$ cat config.mk
export PLATFORM = sky130hd
export DESIGN_NAME = cannon_shell
export DESIGN_NICKNAME = d
export VERILOG_FILES = /design/src/rtl/cannon_shell.sv
export SDC_FILE = /design/constraint.sdc
export NUM_CORES = 1
export LEC_CHECK = 0
export ABC_AREA = 1
export ABC_CLOCK_PERIOD_IN_PS = 7200
export CORE_ASPECT_RATIO = 0.8
export CORE_MARGIN = 3
export CORE_UTILIZATION = 40
export CTS_CLUSTER_SIZE = 30
export DETAILED_ROUTE_END_ITERATION = 10
export PLACE_DENSITY = 0.62
export SLEW_MARGIN = 20
export SYNTH_ARGS = -nofsm -noshare
export SYNTH_HDL_FRONTEND = slang
export SYNTH_SLANG_ARGS = --single-unit
$ cat constraint.sdc
create_clock -name clock -period 7.2 [get_ports clock]
set_clock_uncertainty 0.2 [all_clocks]
set_input_delay 1.08 -clock clock [delete_from_list [all_inputs] [get_ports clock]]
set_output_delay 1.08 -clock clock [all_outputs]
set_load 0.02 [all_outputs]
$ cat src/rtl/cannon_shell.sv
// cannon_shell: ballistic shell stage; latches the launch state on fire and steps a gravity trajectory per tick.
// Optional macro SHELL_WIND_EN adds a signed wind input that nudges vx after every position step.
//
// state | meaning
// IDLE  | waiting for fire, shell position holds last value
// CALC  | derive vx/vy from power and angle LUT
// FLY   | waiting for tick, then step position and gravity
// CHECK | resolve out-of-bounds / hit / terrain / timeout
module cannon_shell #(
    parameter int unsigned GRAVITY   = 4,
    parameter logic [17:0] HIT_R     = 18'h20,
    parameter logic [17:0] BOARD_X   = 18'h20000,
    parameter logic [17:0] BOARD_Y   = 18'h18000,
    parameter int unsigned MAX_TICKS = 1023
) (
    input  logic                clock,
    input  logic                rst,
    input  logic                tick,
    input  logic                fire,
    input  logic [17:0]         launch_x,
    input  logic [17:0]         launch_y,
    input  logic                direction,
    input  logic [7:0]          angle,
    input  logic [7:0]          power,
    input  logic [17:0]         target_x,
    input  logic [17:0]         target_y,
    input  logic                terrain_solid,
`ifdef SHELL_WIND_EN
    input  logic signed [4:0]   wind,
`endif
    output logic [17:0]         shell_x,
    output logic [17:0]         shell_y,
    output logic                active,
    output logic                busy,
    output logic                hit,
    output logic                done
);

    localparam int CW = $clog2(MAX_TICKS + 1);

    typedef enum logic [1:0] {IDLE, CALC, FLY, CHECK} state_t;

    state_t             state_q, state_d;
    logic [17:0]        shell_x_q, shell_x_d, shell_y_q, shell_y_d;
    logic               dir_q, dir_d;
    logic [3:0]         idx_q, idx_d;
    logic [7:0]         pow_q, pow_d;
    logic signed [10:0] vx_q, vx_d, vy_q, vy_d;
    logic [CW-1:0]      cnt_q, cnt_d;
    logic               oob_q, oob_d, hit_q, hit_d, done_q, done_d;

    logic [8:0]         vx_mag, vy_mag;
    logic signed [19:0] nx_c, ny_c;
    logic signed [11:0] vy_sub;
    logic [17:0]        dx_c, dy_c;
    logic               unused_angle_lsb;

    assign unused_angle_lsb = ^angle[3:0];

    function automatic logic [8:0] cos_lut(input logic [3:0] i);
        case (i)
            4'd0:    cos_lut = 9'd256;
            4'd1:    cos_lut = 9'd252;
            4'd2:    cos_lut = 9'd241;
            4'd3:    cos_lut = 9'd222;
            4'd4:    cos_lut = 9'd196;
            4'd5:    cos_lut = 9'd165;
            4'd6:    cos_lut = 9'd128;
            4'd7:    cos_lut = 9'd88;
            4'd8:    cos_lut = 9'd44;
            default: cos_lut = 9'd0;
        endcase
    endfunction

    // sin table is the cos table read backwards
    assign vx_mag = 9'(({9'b0, pow_q} * {8'b0, cos_lut(idx_q)}) >> 8);
    assign vy_mag = 9'(({9'b0, pow_q} * {8'b0, cos_lut(4'd9 - idx_q)}) >> 8);

    assign nx_c   = $signed({2'b00, shell_x_q}) + $signed({{9{vx_q[10]}}, vx_q});
    assign ny_c   = $signed({2'b00, shell_y_q}) - $signed({{9{vy_q[10]}}, vy_q});
    assign vy_sub = $signed({vy_q[10], vy_q}) - $signed(12'(GRAVITY));
    assign dx_c   = (shell_x_q >= target_x) ? shell_x_q - target_x : target_x - shell_x_q;
    assign dy_c   = (shell_y_q >= target_y) ? shell_y_q - target_y : target_y - shell_y_q;

`ifdef SHELL_WIND_EN
    logic signed [11:0] vx_sum;
    assign vx_sum = $signed({vx_q[10], vx_q}) + $signed({{7{wind[4]}}, wind});
`endif

    always_comb begin
        state_d   = state_q;
        shell_x_d = shell_x_q;
        shell_y_d = shell_y_q;
        dir_d     = dir_q;
        idx_d     = idx_q;
        pow_d     = pow_q;
        vx_d      = vx_q;
        vy_d      = vy_q;
        cnt_d     = cnt_q;
        oob_d     = oob_q;
        hit_d     = 1'b0;
        done_d    = 1'b0;
        case (state_q)
            IDLE: begin
                if (fire) begin
                    shell_x_d = launch_x;
                    shell_y_d = launch_y;
                    dir_d     = direction;
                    idx_d     = (angle[7:4] > 4'd9) ? 4'd9 : angle[7:4];
                    pow_d     = power;
                    state_d   = CALC;
                end
            end
            CALC: begin
                vx_d    = dir_q ? $signed({2'b00, vx_mag}) : -$signed({2'b00, vx_mag});
                vy_d    = $signed({2'b00, vy_mag});
                cnt_d   = '0;
                state_d = FLY;
            end
            FLY: begin
                if (tick) begin
                    oob_d = nx_c[19] || (nx_c > $signed({2'b00, BOARD_X}))
                         || ny_c[19] || (ny_c > $signed({2'b00, BOARD_Y}));
                    if (!oob_d) begin
                        shell_x_d = nx_c[17:0];
                        shell_y_d = ny_c[17:0];
                    end
                    vy_d = (vy_sub < -12'sd1024) ? 11'sh400 : vy_sub[10:0];
`ifdef SHELL_WIND_EN
                    if (vx_sum > 12'sd1023)
                        vx_d = 11'sh3FF;
                    else if (vx_sum < -12'sd1024)
                        vx_d = 11'sh400;
                    else
                        vx_d = vx_sum[10:0];
`endif
                    cnt_d   = cnt_q + CW'(1);
                    state_d = CHECK;
                end
            end
            CHECK: begin
                state_d = IDLE;
                if (oob_q) begin
                    done_d = 1'b1;
                end else if (dx_c <= HIT_R && dy_c <= HIT_R) begin
                    hit_d  = 1'b1;
                    done_d = 1'b1;
                end else if (terrain_solid || cnt_q == CW'(MAX_TICKS)) begin
                    done_d = 1'b1;
                end else begin
                    state_d = FLY;
                end
            end
            default: state_d = IDLE;
        endcase
    end

    always_ff @(posedge clock) begin
        if (rst) begin
            state_q   <= IDLE;
            shell_x_q <= '0;
            shell_y_q <= '0;
            dir_q     <= 1'b0;
            idx_q     <= '0;
            pow_q     <= '0;
            vx_q      <= '0;
            vy_q      <= '0;
            cnt_q     <= '0;
            oob_q     <= 1'b0;
            hit_q     <= 1'b0;
            done_q    <= 1'b0;
        end else begin
            state_q   <= state_d;
            shell_x_q <= shell_x_d;
            shell_y_q <= shell_y_d;
            dir_q     <= dir_d;
            idx_q     <= idx_d;
            pow_q     <= pow_d;
            vx_q      <= vx_d;
            vy_q      <= vy_d;
            cnt_q     <= cnt_d;
            oob_q     <= oob_d;
            hit_q     <= hit_d;
            done_q    <= done_d;
        end
    end

    assign shell_x = shell_x_q;
    assign shell_y = shell_y_q;
    assign active  = (state_q == FLY) || (state_q == CHECK);
    assign busy    = (state_q != IDLE);
    assign hit     = hit_q;
    assign done    = done_q;

endmodule

==> flow_summary_export.csv, run 1 <==
group,metric,value,unit
status,outcome,"complete, no violations",
logic_synthesis,synthTopCellsByArea,"nand2_1, ha_1, dfxtp_1",
setup_path,crit_top_cell,"a21oi_1",
setup_path,critPathRequiredTime,7.29,ns
logic_synthesis,yosysTopAreaCell,"nand2_1",
worst_hold_path,min_path_type,"reg2reg",
route,wl_per_cell,14.4,um
pwr,p_clk_share,14.7,%
placed_design,hpwl,40100,um
sta,post-route-min-period,5.97,ns
floorplanning,coreArea,40000,um^2
floorplanning,rows,65,
sta,setup_viol,0,
final_layout,final_cell_count_no_fill,3355,
setup_path,critPathKind,"reg2reg",
flow_run,cap_violations,0,
route,vias,16700,
clock_network,clkSinkCount,95,
clock_network,ctsHtreeMaxLevel,3,
logic_synthesis,synth-compound-area-share,11.8,%
pwr,power_density,185,nW/um^2
logic_synthesis,synth_xor_area_share,2.29,%
placed_design,dp_cells,3339,
clock_network,cts_root_buf,"clkbuf_16",
final_layout,mostFrequentLayoutCells,"nand2_1, inv_1, nor2_1",
placed_design,port_buffers,129,
sta,fin_setup_tns,0,ns
logic_synthesis,synthesis.nets,3104,
setup_path,endpoint_kind,"flip-flop",
clock_network,clk_pin_slew,0.08,ns
clock_network,insertion_delay,0.36,ns
grt,antenna_found_initial,3,
sta,grt_setup_unrepaired,"no",
final_layout,drive_gt1_share,3.62,%
final_layout,layout_commonest_cell,"nand2_1",
sta,setup_slack,1.23,ns
clock_network,ctsResizeCount,0,
clock_network,cts_hold_buf,0,
worst_hold_path,hold_depth,1,
final_layout,final_nets,3183,
logic_synthesis,yosys_register_bits,95,
setup_path,cpPeakStageDelay,0.58,ns
logic_synthesis,synth_simple_gate_area_share,35.5,%
setup_path,reg2reg_slack,1.23,ns
pwr,seqPwrFrac,20.9,%
worst_hold_path,holdCritStartpoint,"oob_q$_SDFFE_PP0P_",
setup_path,cp_max_fo,11,
sta,max_freq,0.167,GHz
clock_network,numCtsBuffers,9,
floorplanning,start_util,41.1,%
grt,overflow,0,
setup_path,r2r_cells,23,
sta,fin_hold_ws,0.265,ns
setup_path,path_cells,"inv_1, ha_1, xnor2_1, a21oi_1, a31oi_1, inv_1, nor2_1, fa_1, fa_1, fa_1, inv_1, fa_1, inv_1, ha_1, a21oi_1, o21ai_0, a21oi_1, nand2_1, nand2_1, nand2_1, a21oi_1, o21ai_0, a21oi_1",
route,vias_per_cell,4.99,
setup_path,cp_slowest_cell,"xnor2_1",
logic_synthesis,synth_top_family_by_area,"simple AND/OR/NAND/NOR gates",
logic_synthesis,syn_inst,2735,
route,drtIter0Drc,1125,
setup_path,r2r_end,"vy_q[6]$_SDFFE_PP0P_",
route,routed_wl,48400,um
floorplanning,dieArea,43600,um^2
setup_path,crit_path_start_kind,"flip-flop",
logic_synthesis,synth_ff_type,"dfxtp_1",
route,ant_nets,0,
logic_synthesis,syn_area,16400,um^2
logic_synthesis,synth_area_per_cell,6.01,um^2
setup_path,cp_top_family,"adder cells",
sta,drv_slew,0,
final_layout,diodes,0,
grt,grt.total_usage,22.0,%
pwr,p_sw,1.76,mW
sta,slew_headroom,48.7,%
final_layout,synthToLayoutAreaGrowth,11.9,%
pwr,p_int,1.65,mW
route,route.detailed.drc,0,
worst_hold_path,worst_hold_path.endpoint,"hit$_SDFF_PP0_",
setup_path,critical_path_buf_inv_count,4,
sta,hold_viol,0,
setup_path,r2r-start,"idx_q[1]$_SDFFE_PP0P_",
floorplanning,dieHeight,187,um
placed_design,place_ws,1.28,ns
pwr,pwr-share-comb,64.4,%
pwr,swShare,51.6,%
pwr,vdd_ir_drop_max,0.000103,V
placed_design,routabilityCongestion,0.918,
route,first_pass_iters,5,
floorplanning,io-pin-count,134,
clock_network,post_cts_buffers,0,
logic_synthesis,postSynth.asyncResetShare,0,%
sta,period_share,83.0,%
logic_synthesis,ys_warn_count,0,
logic_synthesis,synth_edf_count,0,
setup_path,arrival,6.06,ns
logic_synthesis,synthMuxAreaShare,0.122,%
grt,grt_pass1_wl,79400,um
sta,worst_pin_slew,0.769,ns
logic_synthesis,synth_top_area_share,19.4,%
floorplanning,dieWidth,233,um
logic_synthesis,yosysSeqAreaShare,11.6,%
clock_network,cts_tree,"yes",
logic_synthesis,synthAdderAreaFrac,24.8,%
final_layout,utilization,46.0,%
pwr,p_leak,10.2,nW
clock_network,clk_path_buf_depth,2,
grt,grt_start_max_net_pins,68,
logic_synthesis,synth_cell_types,52,
grt,grt_pass1_vias,16000,
==> power by group through the flow <==
stage               sequential (mW)  clock (mW)  combinational (mW)
floorplan                     0.686           0                1.64
global placement              0.723           0                2.15
detailed placement            0.724           0                2.17
CTS                           0.712       0.510                2.19
global route                  0.724       0.533                2.51
finish                        0.712       0.502                2.19
==> per-stage QoR <==
stage | total power [mW] | cell area (um^2)
floorplan | 2.32 | 16400
global placement | 2.87 | 18100
detailed placement | 2.90 | 18100
CTS | 3.41 | 18400
global route | 3.77 | 18400
finish | 3.41 | 18400
==> logic make-up (layout without fill, tap and decap cells) <==
| kind of cell | Yosys count | after routing |
|---|---|---|
| AO/OA/AOI/OAI | 349 | 349 |
| XOR/XNOR | 43 | 43 |
| adder cells (fa/ha/maj) | 275 | 275 |
| buffers and inverters | 584 | 668 |
| flip-flops | 95 | 95 |
| multiplexers | 2 | 2 |
| AND/OR/NAND/NOR | 1387 | 1387 |
==> cells in the mapped netlist (7+ instances only) <==
| cell | n |
|---|---|
| nand2_1 | 848 |
| inv_1 | 502 |
| nor2_1 | 256 |
| ha_1 | 191 |
| a21oi_1 | 164 |
| nand3_1 | 143 |
| o21ai_0 | 114 |
| dfxtp_1 | 95 |
| fa_1 | 84 |
| nand3b_1 | 35 |
| clkbuf_1 | 34 |
| xor2_1 | 28 |
| nor3_1 | 27 |
| nand4_1 | 25 |
| a21oi_2 | 21 |
| buf_2 | 19 |
| xnor2_1 | 15 |
| o21bai_1 | 13 |
| nand2_2 | 11 |
| inv_2 | 10 |
| nor2_2 | 10 |
| a31oi_1 | 8 |
| or2_2 | 7 |
==> final cells by class <==
class	count	area (um^2)
inverter	516	1940
sequential	95	1900
fill	4340	21600
clock buffer	9	225
tap	536	671
clock inverter	7	71.3
multi-input combinational	2056	12200
timing repair buffer	136	1340
==> registers in the layout, summed over array words and instances, names as in the netlist, named ones only <==
name,cells
hit,1
idx_q,4
oob_q,1
shell_y,18
vx_q,11
dir_q,1
vy_q,11
shell_x,18
pow_q,8
cnt_q,10
state_q,2
done,1
==> metal layers <==
| layer | global-route usage [%] | vias to the layer above | part of all wire, % |
|---|---|---|---|
| met5 | 0 | - | 0.079 |
| met4 | 4.40 | 6 | 1.8 |
| met3 | 2.71 | 57 | 4.8 |
| met2 | 36.1 | 363 | 45 |
| met1 | 31.1 | 7637 | 49 |
| li1 | - | 8676 | - |
==> worst max-delay path by stage <==
stage	endpoint	cells after the start	from
floorplan	vy_q[6]$_SDFFE_PP0P_	23	idx_q[1]$_SDFFE_PP0P_
global route	vy_q[7]$_SDFFE_PP0P_	21	idx_q[1]$_SDFFE_PP0P_
CTS	vy_q[8]$_SDFFE_PP0P_	23	idx_q[1]$_SDFFE_PP0P_
global placement	vy_q[8]$_SDFFE_PP0P_	23	idx_q[1]$_SDFFE_PP0P_
finish	vy_q[6]$_SDFFE_PP0P_	23	idx_q[1]$_SDFFE_PP0P_
detailed placement	vy_q[8]$_SDFFE_PP0P_	23	idx_q[1]$_SDFFE_PP0P_
(Power assumes the default switching activity.)
==> run 2, diff against run 1 <==
- ABC_CLOCK_PERIOD_IN_PS: 7200 -> 5150
- PLACE_DENSITY: 0.62 -> 0.65
- clock period: 7.2 -> 5.15 ns (I/O delays scaled with it)
==> run 2 against run 1 <==
Register-to-register slack lost 1.1 ns. Maximum frequency grew 20%. Final cell count grew 1.9%. Clock-buffer cell count grew 3. Sequential power grew 38%. Total power grew 46%. Flip-flop and latch count is the same. Critical path depth is the same. Highest routed layer unchanged. Clock power grew 40%. Worst hold slack gained 0.0098 ns. Critical endpoint is now vy_q[5]$_SDFFE_PP0P_. Setup slack lost 1.1 ns. Combinational power grew 51%. Critical path type unchanged.
==> flow_summary_export.csv, run 2 (same netlist as run 1, synthesis figures left out) <==
group,metric,value,unit
pwr,vdd_ir_drop_max,0.000129,V
route,drtIter0Drc,1168,
sta,worst_pin_slew,0.792,ns
final_layout,drive_gt1_share,8.29,%
setup_path,critPathCapture,"vy_q[5]$_SDFFE_PP0P_",
setup_path,reg2reg_slack,0.17,ns
setup_path,cp_top_family,"adder cells",
setup_path,path_depth,23,
route,route.detailed.drc,0,
setup_path,crit_path_start_kind,"flip-flop",
pwr,pwr-share-comb,66.2,%
clock_network,numCtsBuffers,9,
sta,post-route-min-period,4.98,ns
clock_network,cts_hold_buf,0,
clock_network,clkSinkCount,95,
clock_network,cts_tree,"yes",
sta,grt_setup_unrepaired,"yes",
clock_network,clk_path_buf_depth,2,
setup_path,crit_top_cell,"fa_1",
floorplanning,start_util,41.1,%
clock_network,insertion_delay,0.36,ns
sta,fin_setup_tns,0,ns
clock_network,ctsHtreeMaxLevel,3,
grt,grt.total_usage,21.9,%
route,first_pass_iters,5,
pwr,swShare,50.4,%
sta,drv_slew,0,
setup_path,cp_slowest_cell,"fa_1",
pwr,power_density,259,nW/um^2
final_layout,mostFrequentLayoutCells,"nand2_1, inv_1, nor2_1",
setup_path,r2r_end,"vy_q[5]$_SDFFE_PP0P_",
grt,overflow,0,
route,wl_per_cell,14.2,um
final_layout,fillCellCount,4247,
setup_path,cpPeakStageDelay,0.52,ns
final_layout,final_nets,3247,
floorplanning,dieArea,43600,um^2
sta,max_freq,0.201,GHz
route,routed_wl,48600,um
floorplanning,dieWidth,233,um
sta,setup_viol,0,
setup_path,arrival,5.05,ns
route,vias_per_cell,5.02,
sta,period_share,96.7,%
grt,antenna_found_initial,2,
pwr,p_int,2.47,mW
floorplanning,rows,65,
setup_path,r2r-start,"idx_q[2]$_SDFFE_PP0P_",
floorplanning,coreArea,40000,um^2
sta,hold_viol,0,
setup_path,critical_path_buf_inv_count,6,
setup_path,critPathKind,"reg2reg",
setup_path,critPathRequiredTime,5.22,ns
pwr,p_clk_share,14.1,%
flow_run,cap_violations,0,
pwr,p_sw,2.51,mW
pwr,p_leak,10.6,nW
grt,grt_pass1_wl,79900,um
setup_path,endpoint_kind,"flip-flop",
setup_path,path_cells,"inv_1, ha_4, inv_4, buf_4, nand2_4, o21ai_0, nor2_1, inv_2, nor2_2, fa_1, fa_1, fa_1, inv_1, fa_1, inv_2, ha_4, a21oi_4, o21ai_2, a211oi_1, nand2_1, a21oi_1, o21ai_0, a31oi_1",
worst_hold_path,min_path_type,"reg2reg",
placed_design,routabilityCongestion,0.901,
grt,grt_pass1_vias,16500,
placed_design,hpwl,40600,um
final_layout,layout_commonest_cell,"nand2_1",
clock_network,clk_pin_slew,0.08,ns
setup_path,r2r_cells,23,
floorplanning,dieHeight,187,um
setup_path,startpoint,"idx_q[2]$_SDFFE_PP0P_",
floorplanning,io-pin-count,134,
pwr,p_total,4.98,mW
final_layout,synthToLayoutAreaGrowth,17.1,%
status,outcome,"complete, no violations",
pwr,seqPwrFrac,19.7,%
placed_design,port_buffers,129,
clock_network,cts_root_buf,"clkbuf_16",
sta,slew_headroom,47.2,%
setup_path,cp_max_fo,7,
grt,grt_start_max_net_pins,68,
route,ant_nets,0,
route,vias,17200,
## run 2: worst min path at each step
stage | start | end | slack [ns] | cells after the start
final | cnt_q[4]$_SDFFE_PP0P_ | cnt_q[4]$_SDFFE_PP0P_ | 0.27 | 2
after global placement | cnt_q[4]$_SDFFE_PP0P_ | cnt_q[4]$_SDFFE_PP0P_ | 0.25 | 2
after floorplan | oob_q$_SDFFE_PP0P_ | hit$_SDFF_PP0_ | 0.23 | 1
after detailed placement | cnt_q[4]$_SDFFE_PP0P_ | cnt_q[4]$_SDFFE_PP0P_ | 0.26 | 2
after global routing | oob_q$_SDFFE_PP0P_ | hit$_SDFF_PP0_ | 0.30 | 1
after CTS | cnt_q[4]$_SDFFE_PP0P_ | cnt_q[4]$_SDFFE_PP0P_ | 0.27 | 2
## run 2: layout make-up
class	count	area, um^2	share of cell area [%]
well taps	536	671	3.49
clock inverters	4	55.1	0.286
diodes	1	2.50	0.0130
flip-flops and latches	95	1920	9.97
inverters	516	1940	10.1
repair buffers	200	1820	9.48
clock buffers	12	246	1.28
multi-input cells	2056	12600	65.4
## run 2: metal layers
metal	track usage, %	share of wire [%]
met4	3.95	1.6
met1	30.7	48
met2	36.8	45
met3	2.30	4.7
met5	0	0.023
## run 2: per-stage QoR
stage | instances | instance area (um^2) | utilization, % | hold slack (ns) | setup WS, ns
CTS | 3414 | 18900 | 47.3 | 0.272 | 0.00817
detailed placement | 3397 | 18500 | 46.3 | 0.260 | -0.156
global placement | 3397 | 18500 | 46.3 | 0.251 | -0.0419
floorplan | 2735 | 16400 | - | 0.226 | 0.00986
global route | 3419 | 19200 | 48.1 | 0.301 | -0.0485
finish | 3420 | 19200 | 48.1 | 0.274 | 0.172
## run 2: timing repair
item                                    4_1_cts  5_1_grt
setup buffers                                 1        5
pin swaps                                     7       40
endpoints found under the setup margin        8       16
resized for setup                            20       78
## run 2: power by group through the flow
stage	Clock (mW)	Sequential, mW	Combinational [mW]
after floorplan	0	0.959	2.29
after CTS	0.722	0.975	3.19
final	0.703	0.979	3.30
after detailed placement	0	0.992	3.15
after global routing	0.753	0.993	3.75
after global placement	0	0.989	3.11
## run 2: worst min-delay path: stages (launching register included)
cell,delay (ns)
dfxtp_1,0.32
inv_1,0.05
a211oi_1,0.05
